`src/rtl/rob_ctrl.sv`:
```
// Reorder-buffer controller: 16-entry in-order allocate, out-of-order
// completion, up to two in-order retirements per cycle, single-cycle flush.
module rob_ctrl #(
    parameter int unsigned DEPTH = 16,
    parameter int unsigned RD_W  = 5
) (
    input  logic                     clk,
    input  logic                     rst_n,
    input  logic [1:0]               alloc_cnt,
    input  logic [RD_W-1:0]          alloc_rd_a,
    input  logic [RD_W-1:0]          alloc_rd_b,
    input  logic                     alloc_regwrite_a,
    input  logic                     alloc_regwrite_b,
    input  logic                     wb_valid_0,
    input  logic                     wb_valid_1,
    input  logic [$clog2(DEPTH)-1:0] wb_entry_0,
    input  logic [$clog2(DEPTH)-1:0] wb_entry_1,
    input  logic                     flush,
    output logic [$clog2(DEPTH)-1:0] rob_head,
    output logic [$clog2(DEPTH)-1:0] rob_tail,
    output logic [$clog2(DEPTH):0]   rob_count,
    output logic [$clog2(DEPTH):0]   rob_free,
    output logic                     alloc_err,
    output logic                     commit_valid_0,
    output logic                     commit_valid_1,
    output logic [$clog2(DEPTH)-1:0] commit_entry_0,
    output logic [$clog2(DEPTH)-1:0] commit_entry_1,
    output logic [RD_W-1:0]          commit_rd_0,
    output logic [RD_W-1:0]          commit_rd_1,
    output logic                     commit_regwrite_0,
    output logic                     commit_regwrite_1
);

    localparam int unsigned PTR_W = $clog2(DEPTH);
    localparam int unsigned CNT_W = PTR_W + 1;
    localparam int unsigned CAP   = DEPTH - 1;

    logic [PTR_W-1:0] head_q, head_d, tail_q, tail_d;
    logic [CNT_W-1:0] count_q, count_d, free_q, free_d;
    logic [DEPTH-1:0] valid_q, valid_d, done_q, done_d, rw_q, rw_d;
    logic [RD_W-1:0]  rd_q [DEPTH];
    logic [RD_W-1:0]  rd_d [DEPTH];

    logic             err_q, err_d;
    logic             cv0_q, cv0_d, cv1_q, cv1_d;
    logic [PTR_W-1:0] ce0_q, ce0_d, ce1_q, ce1_d;
    logic [RD_W-1:0]  crd0_q, crd0_d, crd1_q, crd1_d;
    logic             crw0_q, crw0_d, crw1_q, crw1_d;

    logic [1:0]       req_cnt, acc_cnt, ret_cnt;
    logic             alloc_ok, c0, c1;
    logic [PTR_W-1:0] head1, tail1;

    // Admission and retirement decisions, all from registered state
    always_comb begin
        req_cnt  = (alloc_cnt == 2'd3) ? 2'd0 : alloc_cnt;
        alloc_ok = CNT_W'(req_cnt) <= free_q;
        acc_cnt  = alloc_ok ? req_cnt : 2'd0;
        head1    = head_q + PTR_W'(1);
        tail1    = tail_q + PTR_W'(1);
        c0       = valid_q[head_q] & done_q[head_q];
        c1       = c0 & valid_q[head1] & done_q[head1];
        ret_cnt  = {1'b0, c0} + {1'b0, c1};
    end

    always_comb begin
        valid_d = valid_q;
        done_d  = done_q;
        rw_d    = rw_q;
        rd_d    = rd_q;
        head_d  = head_q;
        tail_d  = tail_q;
        count_d = count_q;
        err_d   = 1'b0;
        cv0_d   = 1'b0;
        cv1_d   = 1'b0;
        ce0_d   = '0;
        ce1_d   = '0;
        crd0_d  = '0;
        crd1_d  = '0;
        crw0_d  = 1'b0;
        crw1_d  = 1'b0;

        if (flush) begin
            valid_d = '0;
            done_d  = '0;
            tail_d  = head_q;
            count_d = '0;
        end else begin
            // Writeback only lands on entries valid before this edge
            if (wb_valid_0 && valid_q[wb_entry_0]) done_d[wb_entry_0] = 1'b1;
            if (wb_valid_1 && valid_q[wb_entry_1]) done_d[wb_entry_1] = 1'b1;

            if (c0) begin
                valid_d[head_q] = 1'b0;
                done_d[head_q]  = 1'b0;
                cv0_d  = 1'b1;
                ce0_d  = head_q;
                crd0_d = rd_q[head_q];
                crw0_d = rw_q[head_q];
            end
            if (c1) begin
                valid_d[head1] = 1'b0;
                done_d[head1]  = 1'b0;
                cv1_d  = 1'b1;
                ce1_d  = head1;
                crd1_d = rd_q[head1];
                crw1_d = rw_q[head1];
            end

            if (acc_cnt != 2'd0) begin
                valid_d[tail_q] = 1'b1;
                done_d[tail_q]  = 1'b0;
                rd_d[tail_q]    = alloc_rd_a;
                rw_d[tail_q]    = alloc_regwrite_a;
            end
            if (acc_cnt == 2'd2) begin
                valid_d[tail1] = 1'b1;
                done_d[tail1]  = 1'b0;
                rd_d[tail1]    = alloc_rd_b;
                rw_d[tail1]    = alloc_regwrite_b;
            end

            err_d   = (req_cnt != 2'd0) && !alloc_ok;
            tail_d  = tail_q + PTR_W'(acc_cnt);
            head_d  = head_q + PTR_W'(ret_cnt);
            count_d = count_q + CNT_W'(acc_cnt) - CNT_W'(ret_cnt);
        end
        free_d = CNT_W'(CAP) - count_d;
    end

    always_ff @(posedge clk or negedge rst_n) begin
        if (!rst_n) begin
            head_q  <= '0;
            tail_q  <= '0;
            count_q <= '0;
            free_q  <= CNT_W'(CAP);
            valid_q <= '0;
            done_q  <= '0;
            rw_q    <= '0;
            for (int i = 0; i < DEPTH; i++) rd_q[i] <= '0;
            err_q   <= 1'b0;
            cv0_q   <= 1'b0;
            cv1_q   <= 1'b0;
            ce0_q   <= '0;
            ce1_q   <= '0;
            crd0_q  <= '0;
            crd1_q  <= '0;
            crw0_q  <= 1'b0;
            crw1_q  <= 1'b0;
        end else begin
            head_q  <= head_d;
            tail_q  <= tail_d;
            count_q <= count_d;
            free_q  <= free_d;
            valid_q <= valid_d;
            done_q  <= done_d;
            rw_q    <= rw_d;
            rd_q    <= rd_d;
            err_q   <= err_d;
            cv0_q   <= cv0_d;
            cv1_q   <= cv1_d;
            ce0_q   <= ce0_d;
            ce1_q   <= ce1_d;
            crd0_q  <= crd0_d;
            crd1_q  <= crd1_d;
            crw0_q  <= crw0_d;
            crw1_q  <= crw1_d;
        end
    end

    assign rob_head          = head_q;
    assign rob_tail          = tail_q;
    assign rob_count         = count_q;
    assign rob_free          = free_q;
    assign alloc_err         = err_q;
    assign commit_valid_0    = cv0_q;
    assign commit_valid_1    = cv1_q;
    assign commit_entry_0    = ce0_q;
    assign commit_entry_1    = ce1_q;
    assign commit_rd_0       = crd0_q;
    assign commit_rd_1       = crd1_q;
    assign commit_regwrite_0 = crw0_q;
    assign commit_regwrite_1 = crw1_q;

endmodule

```
`config.mk`:
```
export PLATFORM = sky130hd
export DESIGN_NAME = rob_ctrl
export DESIGN_NICKNAME = d
export VERILOG_FILES = /design/src/rtl/rob_ctrl.sv
export SDC_FILE = /design/constraint.sdc
export NUM_CORES = 1
export LEC_CHECK = 0
export ABC_AREA = 1
export BUFFER_PORTS_ARGS = -buffer_cell sky130_fd_sc_hd__buf_2
export CORE_MARGIN = 4
export CORE_UTILIZATION = 52
export CTS_CLUSTER_SIZE = 8
export DETAILED_ROUTE_END_ITERATION = 6
export GPL_TIMING_DRIVEN = 0
export PLACE_DENSITY = 0.67
export REMOVE_ABC_BUFFERS = 1
export SYNTH_ARGS = -nofsm -noshare
export SYNTH_HDL_FRONTEND = slang
export SYNTH_SLANG_ARGS = --single-unit
```
`constraint.sdc`:
```
create_clock -name clk -period 5.9 [get_ports clk]
set_input_delay 1.18 -clock clk [delete_from_list [all_inputs] [get_ports clk]]
set_output_delay 1.18 -clock clk [all_outputs]
set_load 0.005 [all_outputs]
```
## Yosys cells after proc, flatten, opt, wreduce, memory -nomap -nowiden

Index checks and enable logic that the tools add are counted.

- $add $sub $neg: 8
- Order comparisons: 19
- Equal/unequal tests: 2
- Mux-type cells: 89
- Bitwise gates (word level): 21
- Reduce and logical (&&, ||, !) cells: 14

Operator list:

| kind | number |
|---|---|
| 16-bit 2-to-1 mux | 23 |
| 80-bit 2-to-1 mux | 3 |
| 80-bit bitwise mux | 2 |
| 16-bit AND | 6 |
| 16-bit NOT | 4 |
| 16-bit bitwise OR | 4 |
| 5-bit 2-to-1 mux | 11 |
| 5-bit binary-select mux with 4-bit select | 2 |
| 5-bit demux with 4-bit select | 2 |
| 1-bit binary-select mux with 4-bit select | 8 |
| 16-bit bitwise mux | 2 |
| 4-bit by 5-bit < comparator with 1-bit output (second input constant) | 6 |
| 1-bit demux with 4-bit select | 6 |
| 4-bit by 1-bit >= comparator with 1-bit output (second input constant) | 6 |
| 1-bit 2-to-1 mux | 23 |
| 5-bit >= comparator (second input constant) | 4 |
| 4-bit 2-to-1 mux | 5 |
| 4-bit NOT with 5-bit output | 4 |
| 1-bit logical AND | 11 |
| 5-bit by 1-bit < comparator with 1-bit output (second input constant) | 2 |
| 4-bit by 1-bit adder with 4-bit output (second input constant) | 2 |
| 4-bit by 2-bit adder with 4-bit output | 2 |
| 5-bit by 2-bit adder with 5-bit output | 1 |
| 2-bit by 5-bit less-or-equal comparator with 1-bit output | 1 |
| 8 further kinds | 13 |

- Register bits after elaboration: 169
- Input port bits: 27
- Word-level logic and storage cells: 185

## Logic depth before layout (Yosys ltp)

- Depth after elaboration: 22
- Gate-level depth with buffers: 28
- Depth with buffers taken out: 23

## Worst setup path after synthesis

Ideal clock, no wire load.

- Kind: register to register
- Start point: register head_q[1], in the netlist rob_head[1]
- End point: register count_q[4], in the netlist rob_count[4]
- Library setup time: 0.132 ns
- Arrival time: 4.105 ns
- Slack: 1.663 ns
- Stages on the path, launching flop included: 29
- Period minus slack after synthesis: 4.237 ns
- Cell sequence: dfrtp_1 -> inv_1 -> clkbuf_1 -> clkbuf_1 -> ha_1 -> buf_2 -> inv_1 -> buf_2 -> nand3_1 -> nand2_1 -> nand2_1 -> nand2_1 -> nand2_1 -> nand3_1 -> nand2_2 -> nor2_8 -> buf_6 -> ha_1 -> ha_1 -> inv_1 -> ha_1 -> inv_1 -> fa_1 -> nor2_1 -> nor2_1 -> nor2_1 -> nor2_1 -> xor2_1 -> nor2_1

- Word-level cells in the longest chain between the ends: 8
- Elaborated cells on any way between the ends: 15
- Those cells by class: add/sub (3); mux (9); bitwise (3)

Ends and longest elaborated chain:

| what | RTL line | source |
|---|---|---|
| start: declaration | 38 | `logic [PTR_W-1:0] head_q, head_d, tail_q, tail_d;` |
| start signal: assignment | 134 | `head_q <= '0;` |
| start signal: assignment | 152 | `head_q <= head_d;` |
| 4-bit by 1-bit adder with 4-bit output / 1-bit binary-select mux with 4-bit select (equally long branches) | 59, 61 |  |
| 1-bit binary-select mux with 4-bit select / 1-bit 2-to-1 mux (equally long branches) | 62, 61 |  |
| 1-bit 2-to-1 mux (not written as such) / 1-bit AND (equally long branches) | 62, 61 |  |
| 1-bit AND (2 in a row) | 62 | `c1 = c0 & valid_q[head1] & done_q[head1];` |
| 1-bit by 1-bit adder with 2-bit output (*) | 63 | `ret_cnt = {1'b0, c0} + {1'b0, c1};` |
| 5-bit by 2-bit subtractor with 5-bit output (*) | 127 | `count_d = count_q + CNT_W'(acc_cnt) - CNT_W'(ret_cnt);` |
| 5-bit 2-to-1 mux (*) | 84 | `if (flush) begin` |
| via count_d[4] | 39 | `logic [CNT_W-1:0] count_q, count_d, free_q, free_d;` |
| end signal: assignment | 154 | `count_q <= count_d;` |
| end: declaration | 39 |  |

Mark *: on every way through the listed nets, which the timed path passes. The rest lies on a longest branch. The select of a mux whose other input is x is not followed.
A chain may end at the register's enable or synchronous reset.

## Worst setup path in the final report

- Start point: register head_q[0], in the netlist rob_head[0]
- End point: register count_q[4], in the netlist rob_count[4]

Same word-level chain as after synthesis.

==> results.py <==
metrics = {
    "critical_path": {
        "cp_num_buf_inv": 3,
        "cp-startpoint": "rob_head[0]$_DFFE_PN0N_",
        "path_cells": "inv_4 > ha_1 > inv_2 > buf_12 > nand3_1 > nand3_1 > nand3_1 > nand3_1 > nand2_2 > nor2_8 > ha_1 > fa_1 > fa_1 > nor2_1 > nor2_1 > nor2_1 > nor2_1 > xor2_1 > nor2_1",
        "critical_path_class": "reg2reg",
        "cp_top_family": "adder cells",
        "crit_path_start_kind": "flip-flop",
        "required_ns": 6.21,
        "cpMostUsedCell": "nor2_1",
        "arrival_ns": 5.75,
        "critPathSlowestCell": "dfrtp_4",
        "critPathMaxStageDelay_ns": 0.71,
        "cp-end-kind": "flip-flop",
        "r2r-start": "rob_head[0]$_DFFE_PN0N_",
        "crit_fanout": 71,
    },
    "logic_synthesis": {
        "syn_area_mm2": 0.0122,
        "synth-edff-count": 0,
        "yosys.area.top_type": "dfrtp_1",
        "yosys-top-cells-area": "dfrtp_1 34%, o21ai_0 14%, nand2_1 11%, a21oi_1 8.8%, nor2_1 8.7%",
        "yosysUniqueCellTypes": 34,
        "seq_area_frac_synth_pct": 34.4,
        "synth_area_per_cell_um2": 6.34,
        "ys_warn_count": 0,
        "synth-async-reset-ratio_pct": 100,
        "yosys-top-cells-count": "344 x nand2_1, 344 x o21ai_0, 282 x nor2_1, 260 x inv_1, 214 x a21oi_1",
        "synth-seq-cells": 168,
        "synth.top_cell.area_share_pct": 33.6,
        "synth_cells": 1930,
        "yosys_most_used_dff": "dfrtp_1",
    },
    "finish": {
        "final_cell_area_mm2": 0.0132,
        "nNetsFinal": 1966,
        "syn2layout_area_growth_pct": 8.29,
        "drive_gt1_share_pct": 7.15,
        "final_core_util_pct": 57.8,
        "diodes": 0,
        "fillers": 2263,
    },
    "timing": {
        "rsz0062_at_grt": "false",
        "fin_tns_setup_ns": 0,
        "relSlewSlack_pct": 19.6,
        "min_period_ns": 5.43,
        "post-route-period-util_pct": 92.1,
        "fin_skew_ns": 0.0161,
        "slew_violations": 0,
        "setup-violations-final": 0,
        "max_slew.worst_pin.slew_ns": 1.20,
        "fmax_mhz": 184,
        "finalHoldViolations": 0,
    },
    "job": {
        "cap_viol_max_count": 0,
    },
    "clock_tree": {
        "htree_levels": 4,
        "cts_sinks": 168,
        "cts_tree": "yes",
        "max-clock-path-buffers": 2,
        "clkTransAtPathRegs_ns": 0.08,
        "clockRootBuffer": "clkbuf_16",
        "clk_latency_ns": 0.45,
        "cts_hold_buffers": 0,
        "cts_buffers": 17,
    },
    "global_route": {
        "grt_antenna_before_repair": 1,
        "grt_max_degree": 101,
        "grt_pass1_wl_um": 67500,
        "grt.total_usage_pct": 32.7,
        "overflow": 0,
        "grt_pass1_vias": 11900,
    },
    "pwr": {
        "cellLeakagePower_nw": 6.47,
        "p_comb_share_pct": 36.8,
        "power_frac_clock_pct": 26.3,
        "ir_drop_v": 0.000182,
        "p_seq_share_pct": 36.9,
        "switchingPower_mw": 1.79,
        "power_switching_share_pct": 42.0,
        "total_power_mw": 4.25,
        "power_density_mw_per_mm2": 321,
        "p_int_mw": 2.47,
    },
    "floorplanning": {
        "die_w_um": 161,
        "coreArea_mm2": 0.0229,
        "die_h_um": 161,
        "die_area_mm2": 0.0260,
        "top_level_ports": 68,
        "initial_core_util_pct": 53.4,
        "rows": 55,
    },
    "drt": {
        "finalWirelength_um": 43300,
        "drt_pre_antenna_iters": 6,
        "drt_iter0_markers": 1799,
        "dr_total_vias": 13200,
        "vias_per_cell": 5.89,
        "detail-route-antenna-nets": 0,
        "wire_per_inst_um": 19.3,
        "drc_errors": 0,
    },
    "placed_design": {
        "detailed_place_hpwl_um": 29400,
        "post_dp_cell_area_mm2": 0.0127,
        "portBuffers": 67,
        "place.gp.congestion": 0.938,
    },
    "status": {
        "status": "complete, no violations",
    },
    "worst_hold_path": {
        "hold_path_startpoint": "rob_count[0]$_DFF_PN0_",
        "holdCritPathClass": "reg2reg",
    },
}
worst register-to-register path: stages, from the launching register on:
cell and delay [ns]:
dfrtp_4 0.71, inv_4 0.70, ha_1 0.53, inv_2 0.46, buf_12 0.29, nand3_1 0.10, nand3_1 0.10, nand3_1 0.09
nand3_1 0.10, nand2_2 0.10, nor2_8 0.28, ha_1 0.33, fa_1 0.50, fa_1 0.46, nor2_1 0.16, nor2_1 0.06
nor2_1 0.09, nor2_1 0.06, xor2_1 0.13, nor2_1 0.06
power by group through the flow:
stage | registers [mW] | clock network [mW] | logic [mW]
floorplan | 1.57 | 0 | 0.985
detailed placement | 1.59 | 0 | 1.51
CTS | 1.57 | 1.12 | 1.51
global placement | 1.61 | 0 | 1.45
finish | 1.57 | 1.12 | 1.57
global route | 1.60 | 1.17 | 1.76
metal layers:
layer	part of all wire [%]	routed length (um)	global-route usage, %	up-vias
met1	41	17900	45.4	6151
met5	0	0	0	-
met2	46	19700	51.8	747
li1	-	-	-	6208
met3	9.7	4190	5.66	102
met4	3.4	1490	11.8	0
cell families (layout without fill, tap and decap cells):
family / Yosys count / count (layout) / share of synthesized area, %
AND/OR/NAND/NOR: 758 / 758 / 25.0
AO/OA/AOI/OAI: 595 / 595 / 25.1
buffers and inverters: 378 / 377 / 12.2
flip-flops: 168 / 168 / 34.4
adder cells (fa/ha/maj): 23 / 23 / 2.60
XOR/XNOR: 8 / 8 / 0.696
sequential cells by signal, summed over array words and instances (netlist names), 5 cells and up:
name / flops
commit_rd_0: 5
commit_rd_1: 5
done_q: 16
rd_q: 80
rob_count: 5
rw_q: 16
valid_q: 16
what timing repair did:
| item | CTS | global route |
|---|---|---|
| buffers inserted | 0 | 1 |
| hold endpoints to repair | 0 | 0 |
| resized for setup | 1 | 0 |
| endpoints found under the setup margin | 1 | 1 |
layout by cell type, fill, tap and decap left out, drive strengths merged:
cell      instances
nand2           351
clkbuf           20
nand3           105
o21ai           346
a21oi           214
a22oi             5
a211oi            7
nor2            290
nor3              4
fa                4
buf              74
xor2              6
inv             272
clkinv           10
o211ai           22
ha               19
clkinvlp          1
xnor2             2
dfrtp           164
o21bai            1
nand4             8
dfstp             4
per-stage QoR:
| stage | std cells | worst slack [ns] | hold slack (ns) |
|---|---|---|---|
| 3_3_place_gp | 2203 | -5.99 | 0.529 |
| 2_1_floorplan | 1823 | -1.87 | 0.507 |
| 4_1_cts | 2241 | 0.268 | 0.556 |
| 3_5_place_dp | 2209 | -0.0161 | 0.545 |
| 6_report | 2242 | 0.467 | 0.550 |
| 5_1_grt | 2242 | 0.203 | 0.600 |
cell type report:
type                            instances  area [um^2]  share of cell area, %
Clock buffer                           20          457                   3.45
Sequential cell                       168         4210                   31.8
Timing Repair Buffer                   74          518                   3.91
Inverter                              271         1020                   7.72
Clock inverter                         12          108                  0.812
Tap cell                              313          392                   2.96
Multi-Input combinational cell       1384         6540                   49.3
worst paths after layout:
check | slack (ns) | depth (start not counted) | endpoint
setup / recovery | 0.47 | 19 | rob_count[4]$_DFF_PN0_
hold / removal | 0.55 | 2 | rob_free[0]$_DFF_PN1_
setup reg to reg | 0.47 | 19 | rob_count[4]$_DFF_PN0_
hold reg to reg | 0.55 | 2 | rob_free[0]$_DFF_PN1_
max in group asynchronous | 4.27 | 2 | rw_q[15]$_DFFE_PN0N_
min in group asynchronous | 0.68 | 1 | done_q[3]$_DFF_PN0_
No activity file was read; power rests on OpenSTA's default activity.
